## config.mk

```make
export PLATFORM = sky130hd
export DESIGN_NAME = muldiv_unit
export DESIGN_NICKNAME = d
export VERILOG_FILES = /design/src/rtl/muldiv_unit.sv
export SDC_FILE = /design/constraint.sdc
export NUM_CORES = 1
export LEC_CHECK = 0
export BUFFER_PORTS_ARGS = -buffer_cell sky130_fd_sc_hd__clkbuf_2
export CAP_MARGIN = 20
export CORE_ASPECT_RATIO = 1.75
export CORE_UTILIZATION = 45
export CTS_CLUSTER_SIZE = 25
export DETAILED_ROUTE_END_ITERATION = 12
export PLACE_DENSITY = 0.61
export SYNTH_ARGS = -nofsm -noshare
export SYNTH_HDL_FRONTEND = slang
export SYNTH_SLANG_ARGS = --single-unit
```

## constraint.sdc

```tcl
create_clock -name clk -period 8.56 [get_ports clk]
set_input_delay 1.712 -clock clk [delete_from_list [all_inputs] [get_ports clk]]
set_output_delay 1.712 -clock clk [all_outputs]
set_load 0.02 [all_outputs]
```

## src/rtl/muldiv_unit.sv

```systemverilog
// Iterative radix-2 multiply/divide unit with HI/LO result registers.
// One shift-add or restoring shift-subtract step per cycle; signs are applied in FIX.
module muldiv_unit #(
  parameter int WIDTH = 32
) (
  input  logic             clk,
  input  logic             resetn,
  input  logic             start,
  input  logic [1:0]       op,
  input  logic [WIDTH-1:0] in0,
  input  logic [WIDTH-1:0] in1,
  input  logic             cancel,
  input  logic             hi_we,
  input  logic             lo_we,
  input  logic [WIDTH-1:0] wdata,
  output logic             busy,
  output logic             done,
  output logic             div_zero,
  output logic [WIDTH-1:0] hi,
  output logic [WIDTH-1:0] lo
);

  localparam int CW = $clog2(WIDTH) + 1;

  typedef enum logic [1:0] {IDLE, CALC, FIX} state_t;

  state_t             state_q, state_d;
  logic [CW-1:0]      cnt_q, cnt_d;
  logic [2*WIDTH-1:0] acc_q, acc_d;
  logic [WIDTH-1:0]   b_q, b_d;
  logic               is_div_q, is_div_d;
  logic               neg_q, neg_d;
  logic               rneg_q, rneg_d;
  logic               dz_q, dz_d;
  logic [WIDTH-1:0]   hi_q, hi_d;
  logic [WIDTH-1:0]   lo_q, lo_d;
  logic               done_q, done_d;
  logic               div_zero_q, div_zero_d;

  logic               signed_op, a_neg, b_neg;
  logic [WIDTH-1:0]   a_mag, b_mag;
  logic [WIDTH:0]     mul_sum;
  logic [WIDTH:0]     rem_sh;
  logic               rem_ge;
  logic [WIDTH-1:0]   rem_new;
  logic [2*WIDTH-1:0] mul_next, div_next, prod_fix;
  logic [WIDTH-1:0]   quo_fix, rem_fix;

  always_comb begin
    signed_op = ~op[0];
    a_neg     = signed_op & in0[WIDTH-1];
    b_neg     = signed_op & in1[WIDTH-1];
    a_mag     = a_neg ? (~in0 + 1'b1) : in0;
    b_mag     = b_neg ? (~in1 + 1'b1) : in1;

    // acc holds {partial product, remaining multiplier bits}
    mul_sum   = {1'b0, acc_q[2*WIDTH-1:WIDTH]} + (acc_q[0] ? {1'b0, b_q} : '0);
    mul_next  = {mul_sum, acc_q[WIDTH-1:1]};

    // acc holds {partial remainder, dividend bits shifting into quotient}
    rem_sh    = acc_q[2*WIDTH-1:WIDTH-1];
    rem_ge    = rem_sh >= {1'b0, b_q};
    rem_new   = rem_ge ? (rem_sh[WIDTH-1:0] - b_q) : rem_sh[WIDTH-1:0];
    div_next  = {rem_new, acc_q[WIDTH-2:0], rem_ge};

    prod_fix  = neg_q  ? (~acc_q + 1'b1) : acc_q;
    quo_fix   = neg_q  ? (~acc_q[WIDTH-1:0] + 1'b1) : acc_q[WIDTH-1:0];
    rem_fix   = rneg_q ? (~acc_q[2*WIDTH-1:WIDTH] + 1'b1) : acc_q[2*WIDTH-1:WIDTH];
  end

  always_comb begin
    state_d    = state_q;
    cnt_d      = cnt_q;
    acc_d      = acc_q;
    b_d        = b_q;
    is_div_d   = is_div_q;
    neg_d      = neg_q;
    rneg_d     = rneg_q;
    dz_d       = dz_q;
    hi_d       = hi_q;
    lo_d       = lo_q;
    done_d     = 1'b0;
    div_zero_d = 1'b0;

    case (state_q)
      IDLE: begin
        if (hi_we) hi_d = wdata;
        if (lo_we) lo_d = wdata;
        if (start && !cancel) begin
          is_div_d = op[1];
          neg_d    = a_neg ^ b_neg;
          rneg_d   = a_neg;
          b_d      = b_mag;
          acc_d    = {{WIDTH{1'b0}}, a_mag};
          dz_d     = op[1] && (in1 == '0);
          cnt_d    = dz_d ? '0 : CW'(WIDTH);
          state_d  = dz_d ? FIX : CALC;
        end
      end
      CALC: begin
        if (cancel) begin
          state_d = IDLE;
          cnt_d   = '0;
        end else begin
          acc_d = is_div_q ? div_next : mul_next;
          cnt_d = cnt_q - 1'b1;
          if (cnt_q == CW'(1)) state_d = FIX;
        end
      end
      FIX: begin
        state_d = IDLE;
        if (!cancel) begin
          done_d = 1'b1;
          if (dz_q) begin
            div_zero_d = 1'b1;
          end else if (is_div_q) begin
            hi_d = rem_fix;
            lo_d = quo_fix;
          end else begin
            hi_d = prod_fix[2*WIDTH-1:WIDTH];
            lo_d = prod_fix[WIDTH-1:0];
          end
        end
      end
      default: state_d = IDLE;
    endcase
  end

  always_ff @(posedge clk) begin
    if (!resetn) begin
      state_q    <= IDLE;
      cnt_q      <= '0;
      acc_q      <= '0;
      b_q        <= '0;
      is_div_q   <= 1'b0;
      neg_q      <= 1'b0;
      rneg_q     <= 1'b0;
      dz_q       <= 1'b0;
      hi_q       <= '0;
      lo_q       <= '0;
      done_q     <= 1'b0;
      div_zero_q <= 1'b0;
    end else begin
      state_q    <= state_d;
      cnt_q      <= cnt_d;
      acc_q      <= acc_d;
      b_q        <= b_d;
      is_div_q   <= is_div_d;
      neg_q      <= neg_d;
      rneg_q     <= rneg_d;
      dz_q       <= dz_d;
      hi_q       <= hi_d;
      lo_q       <= lo_d;
      done_q     <= done_d;
      div_zero_q <= div_zero_d;
    end
  end

  assign busy     = (state_q != IDLE);
  assign done     = done_q;
  assign div_zero = div_zero_q;
  assign hi       = hi_q;
  assign lo       = lo_q;

endmodule

```

==> run_results.csv, run 1 <==
group,metric,value,unit
run_status,outcome,"finished, final reports clean",
flow_run,drv_cap,0,
critical_path,crit_path_end,"b_q[27]$_SDFFE_PN0P_",
synth,synth_warnings,0,
layout,final_nets,2216,
critical_path,critPathCaptureType,"flip-flop",
floorplan,rows,85,
clock_tree,tritoncts,"yes",
critical_path,worstPathArrival,4.59,ns
critical_path,crit_fanout,5,
pwr,clock_power_share,35.6,%
critical_path,start_kind,"primary input",
global_route,grt_max_degree,84,
synth,synth_top_cell_area_share,24.59,%
clock_tree,cts_buffer_depth,2,
global_route,grt_pass1_vias,14030,
critical_path,critical_path_depth,10,
worst_hold_path,hold_path_class,"reg -> reg",
floorplan,die_h,236.7,um
routing,remaining_drc_errors,0,
timing,rsz0062_at_grt,"false",
routing,ant_nets,0,
clock_tree,root_buffer,"clkbuf_16",
clock_tree,cts_made_buffers,17,
routing,wl,51.53,mm
critical_path,cp_common_cell,"nor3_1",
timing,worstMarginPinSlew,1.096,ns
timing,fin_worst_skew,0.01185,ns
timing,finalMaxSlewViolations,0,
floorplan,chipWidth,136.1,um
critical_path,reg2reg_depth,14,
layout,n_antenna_cell,0,
timing,hold_viol_final,0,
pwr,pwr_density_cell,148.0,mW/mm2
layout,area_growth,11.40,%
critical_path,critPathLaunch,"in1[3]",
layout,drive_gt1_share,12.42,%
synth,synth_seq_cells,174,
pwr,p_seq_share,38.9,%
routing,drt_iter0_drc,886,
pwr,p_comb_share,25.5,%
synth,synth_top_cell_by_area,"dfxtp_1",
timing,slew_headroom,26.80,%
routing,via_count,14740,
clock_tree,cts_hold_buf,0,
timing,timing.setup.tns,0,ns
routing,via_per_inst,6.029,
critical_path,required,8.94,ns
clock_tree,cts_max_level,4,
synth,syn-mean-instance-area,7.210,um2
floorplan,ios,171,
layout,seq_area,0.003485,mm2
critical_path,critPathTopFamily,"simple AND/OR/NAND/NOR gates",
critical_path,path_buf_inv,1,
critical_path,cp_cell_sequence,"clkbuf_2 -> or4_1 -> nor3_1 -> nand2_1 -> nor3_1 -> nand3_1 -> nor4_1 -> a21oi_1 -> xnor2_1 -> a211oi_1",
clock_tree,worstSkewPairLatency,0.47,ns
layout,finalNonFillerCells,2444,
clock_tree,cts_sinks,174,
synth,syn_inst,1965,
routing,wl_per_cell,21.08,um
timing,period_minus_slack,4.213,ns
critical_path,critPathSlowestCell,"or4_1",
clock_tree,cts.clk_slew.worst_paths,0.08,ns
pwr,p_switching,824.4,uW
place,place_inst,2411,
synth,syn_nets,2141,
clock_tree,ctsResizeCount,0,
layout,fillers,3164,
place,detailed_place_hpwl,40.31,mm
synth,synth_edf_count,0,
floorplan,dieArea,0.03222,mm2
pwr,internal_power,1512,uW
clock_tree,cts_setup_buffers,0,
synth,ys_top_cells_by_area,"dfxtp_1, a21oi_1, nor2_1, ha_1, xnor2_1",
critical_path,reg2reg_to,"acc_q[58]$_SDFFE_PN0P_",
floorplan,initial_core_util,45.94,%
timing,fmax,237.4,MHz
synth,synth_ff_type,"dfxtp_1",
place,gp_congestion,0.9669,
pwr,ir_drop,0.1488,mV
critical_path,crit_type,"in -> reg",
global_route,grt.total_usage,31.77,%
critical_path,r2r_setup_slack,4.47,ns
layout,multi_input_area,0.009956,mm2
synth,synthesis.area,0.01417,mm2
critical_path,cpPeakStageDelay,0.59,ns
global_route,grt_pass1_wl,77.45,mm
synth,async_flop_share,0,%
synth,seq_area_frac_synth,24.59,%
floorplan,coreArea,0.03084,mm2
timing,setup_viol,0,
timing,period_share,49.22,%
global_route,antenna_found_initial,0,
global_route,overflow,0,
place,io_buffers,170,
routing,firstDrtPassIters,7,
synth,ys_types,72,
pwr,p_leak,0.006363,uW
critical_path,r2r-start,"acc_q[0]$_SDFFE_PN0P_",
pwr,switching_share,35.29,%
## per-stage QoR
step                      utilization [%]  area [um2]  power [uW]  hold WS [ns]  setup slack, ns
after floorplan                         -       14170        1316        0.4394            4.535
after global placement              49.12       15150        1511        0.4421            3.966
after detailed placement            49.16       15160        1516        0.4483            3.912
after CTS                           51.11       15760        2341        0.4581            4.401
after global routing                51.17       15780        2430        0.4903            3.951
final                               51.17       15780        2336        0.4563            4.347
## worst min path at each step
stage | cells past startpoint | slack (ns) | from | to
global route | 1 | 0.49 | cnt_q[4]$_SDFFE_PN0P_ | cnt_q[4]$_SDFFE_PN0P_
CTS | 2 | 0.46 | lo[11]$_SDFFE_PN0P_ | lo[11]$_SDFFE_PN0P_
finish | 2 | 0.46 | lo[11]$_SDFFE_PN0P_ | lo[11]$_SDFFE_PN0P_
detailed placement | 2 | 0.45 | lo[11]$_SDFFE_PN0P_ | lo[11]$_SDFFE_PN0P_
floorplan | 1 | 0.44 | cnt_q[4]$_SDFFE_PN0P_ | cnt_q[4]$_SDFFE_PN0P_
global placement | 2 | 0.44 | lo[11]$_SDFFE_PN0P_ | lo[11]$_SDFFE_PN0P_
## flip-flops by register name, summed over array words and instances (netlist names)
signal / count
acc_q: 64
rneg_q: 1
done: 1
b_q: 32
dz_q: 1
cnt_q: 6
lo: 32
neg_q: 1
is_div_q: 1
hi: 32
div_zero: 1
state_q: 2
## cells in the mapped netlist (38+ instances only)
library cell and instances:
nand3_1 38, a21oi_1 226, o21ai_0 135, nor2_1 282
clkbuf_1 111, a211oi_1 77, mux2i_1 54, xnor2_1 89
inv_1 69, dfxtp_1 174, xor2_1 77, nand2_1 157
ha_1 70, nor3_1 43
## cell usage in the layout (no fill, tap or decap), types with 8 or more instances in the layout
cell       Yosys  final
nor2_1       282    279
a21oi_1      226    226
dfxtp_1      174    173
clkbuf_2       0    170
nand2_1      157    157
o21ai_0      135    135
xnor2_1       89     89
a211oi_1      77     77
xor2_1        77     77
ha_1          70     70
inv_1         69     68
mux2i_1       54     54
nor3_1        43     43
nand3_1       38     38
o31ai_1       24     24
a31oi_1       24     24
nand2b_1      20     20
or3_1         20     20
a21o_1        18     18
nor4_1        18     18
o21a_1        17     17
clkbuf_16      0     17
buf_4          0     14
o211ai_1      13     13
o41ai_1       13     13
nand4_1       12     12
or4_1         12     12
and2_1        11     11
a311oi_1      11     11
nor2b_1       11     10
or2_2          8      8
a22oi_1        8      8
## layout make-up
class	count	area share (%)
timing repair buffer	186	6.255
clock buffer	17	2.695
multi-input combinational	1591	63.08
clock inverter	15	1.118
sequential	174	22.08
tap	391	3.100
inverter	70	1.673
## worst register-to-register path, stage by stage, from the launching register on
cell and delay [ns]:
dfxtp_1 0.41, inv_1 0.17, buf_4 0.35, nor2_1 0.09, ha_1 0.36, o211ai_1 0.13
o211ai_1 0.30, a21oi_1 0.17, o31ai_1 0.40, and2_1 0.30, a31oi_1 0.19, o31ai_1 0.52
xor2_1 0.14, o21ai_0 0.33, o21ai_0 0.12
## layer usage
metal  global-route usage, %  wire length (um)  vias up
met5                       0                 0        -
met4                   27.85              4732        0
met1                   30.97             18550     6924
met2                   58.08             26890      429
li1                        -                 -     7208
met3                   3.233              1356      175
## kinds of logic (layout without fill, tap and decap cells)
logic type,after synthesis,in the layout,synth area share [%]
adder cells (fa/ha/maj),72,72,6.465
flip-flops,174,174,24.59
XOR/XNOR,166,166,10.26
AO/OA/AOI/OAI,628,628,27.35
buffers and inverters,200,288,5.431
multiplexers,56,56,3.974
AND/OR/NAND/NOR,669,669,21.93
## power by group through the flow
stage	clock, uW	sequential, uW	combinational (uW)
after floorplan	0	924	392
after global placement	0	926	585
after detailed placement	0	927	589
after CTS	841	908	592
after global routing	865	914	651
final	831	909	596
(Power assumes the default switching activity.)
==> run 2: changes to the inputs <==
==> constraint.sdc (replaced) <==
create_clock -name clk -period 4.1 [get_ports clk]
set_input_delay 0.82 -clock clk [delete_from_list [all_inputs] [get_ports clk]]
set_output_delay 0.82 -clock clk [all_outputs]
set_load 0.02 [all_outputs]
==> run 2 against run 1 <==
Against the previous run: setup slack worse by 3.9 ns; highest routed layer unchanged; largest cell class unchanged; global-route usage increased by 1.7 points; critical path depth up 4; clock skew grew 0.0049 ns.
==> run_results.csv, run 2 (same netlist as run 1, synthesis figures left out) <==
group,metric,value,unit
run_status,outcome,"finished, final reports clean",
critical_path,r2r_setup_slack,0.43,ns
pwr,pwr_density_cell,302.5,mW/mm2
timing,finalMaxSlewViolations,0,
timing,worstMarginPinSlew,1.039,ns
layout,fillers,3173,
clock_tree,cts_buffer_depth,2,
pwr,total_power,4832,uW
timing,fin_ws,0.4252,ns
critical_path,critPathCaptureType,"flip-flop",
floorplan,initial_core_util,45.94,%
layout,n_antenna_cell,0,
clock_tree,cts_sinks,174,
clock_tree,cts_hold_buf,0,
flow_run,drv_cap,0,
layout,drive_gt1_share,13.60,%
global_route,grt.total_usage,33.49,%
worst_hold_path,hold_path_class,"reg -> reg",
layout,area_growth,12.75,%
critical_path,start_kind,"flip-flop",
clock_tree,tritoncts,"yes",
layout,final_area,0.01597,mm2
timing,timing.setup.tns,0,ns
critical_path,r2r-start,"acc_q[0]$_SDFFE_PN0P_",
worst_hold_path,min-delay-start,"lo[10]$_SDFFE_PN0P_",
clock_tree,cts_max_level,4,
timing,rsz0062_at_grt,"false",
global_route,antenna_found_initial,0,
place,gp_congestion,1.064,
floorplan,die_h,236.7,um
critical_path,crit_type,"reg -> reg",
clock_tree,worstSkewPairLatency,0.47,ns
pwr,p_leak,0.006492,uW
layout,final_nets,2244,
clock_tree,cts.clk_slew.worst_paths,0.08,ns
timing,period_minus_slack,3.675,ns
routing,wl_per_cell,21.79,um
floorplan,chipWidth,136.1,um
routing,wl,53.87,mm
timing,setup_viol,0,
routing,via_count,15020,
critical_path,crit_fanout,8,
layout,largest_reg_flops,64,
clock_tree,root_buffer,"clkbuf_16",
pwr,ir_drop,0.3207,mV
floorplan,ios,171,
routing,remaining_drc_errors,0,
clock_tree,ctsResizeCount,0,
place,pre_cts_ws,0.3823,ns
timing,slew_headroom,30.58,%
timing,fmax,272.1,MHz
routing,drt_iter0_drc,903,
floorplan,coreArea,0.03084,mm2
place,io_buffers,170,
global_route,overflow,0,
global_route,grt_pass1_vias,14490,
critical_path,worstPathArrival,4.07,ns
routing,ant_nets,0,
place,placed_cell_area,0.01540,mm2
layout,final_common_cell,"nor2_1",
global_route,grt_pass1_wl,80.84,mm
timing,whs,0.4613,ns
timing,period_share,89.63,%
clock_tree,cts_made_buffers,17,
critical_path,required,4.50,ns
critical_path,critPathLaunch,"acc_q[0]$_SDFFE_PN0P_",
timing,fin_worst_skew,0.01676,ns
global_route,grt_max_degree,70,
layout,max_flop_register,"acc_q",
layout,final_cell_mix,"nor2_1, a21oi_1, dfxtp_1",
routing,firstDrtPassIters,7,
clock_tree,cts_setup_buffers,0,
floorplan,dieArea,0.03222,mm2
floorplan,rows,85,
timing,hold_viol_final,0,
routing,via_per_inst,6.076,
place,detailed_place_hpwl,41.95,mm
-- run 2: worst paths after layout --
| kind | to | depth (start not counted) |
|---|---|---|
| max | acc_q[63]$_SDFFE_PN0P_ | 14 |
| min | lo[10]$_SDFFE_PN0P_ | 2 |
| max reg2reg | acc_q[63]$_SDFFE_PN0P_ | 14 |
| min reg2reg | lo[10]$_SDFFE_PN0P_ | 2 |
-- run 2: worst max-delay path: stages (launching register included) --
cell and delay (ns):
dfxtp_1 0.48, and2_1 0.19, ha_1 0.20, inv_1 0.07
fa_1 0.39, nand2b_1 0.18, a21oi_1 0.24, o211ai_1 0.19
o21ai_0 0.45, a31oi_1 0.15, a211oi_1 0.43, a221o_1 0.24
a211o_1 0.12, o311ai_0 0.12, o21ai_0 0.16
-- run 2: final cells by class --
class / count / area [um2] / share of cell area, %
clock buffers: 17 / 425.4 / 2.663
repair buffers: 214 / 1206 / 7.551
well taps: 391 / 489.2 / 3.063
multi-input cells: 1591 / 9956 / 62.32
flip-flops and latches: 174 / 3485 / 21.81
clock inverters: 15 / 148.9 / 0.9321
inverters: 70 / 264.0 / 1.653
-- run 2: power breakdown --
group	switching, uW	internal [uW]	total [uW]
sequential	100	1780	1880
clock	842	807	1650
combinational	834	464	1300
-- run 2: layer usage --
metal	part of all wire [%]	wire length, um	track usage (%)
met3	3.7	2017	4.175
met2	51	27730	59.58
met4	11	5789	33.74
met5	0	0	0
met1	34	18330	31.86
-- run 2: per-stage QoR --
| step | utilization, % | std cells |
|---|---|---|
| floorplan | - | 1965 |
| global placement | 49.93 | 2440 |
| detailed placement | 49.93 | 2440 |
| CTS | 51.79 | 2472 |
| global route | 51.79 | 2472 |
| finish | 51.79 | 2472 |
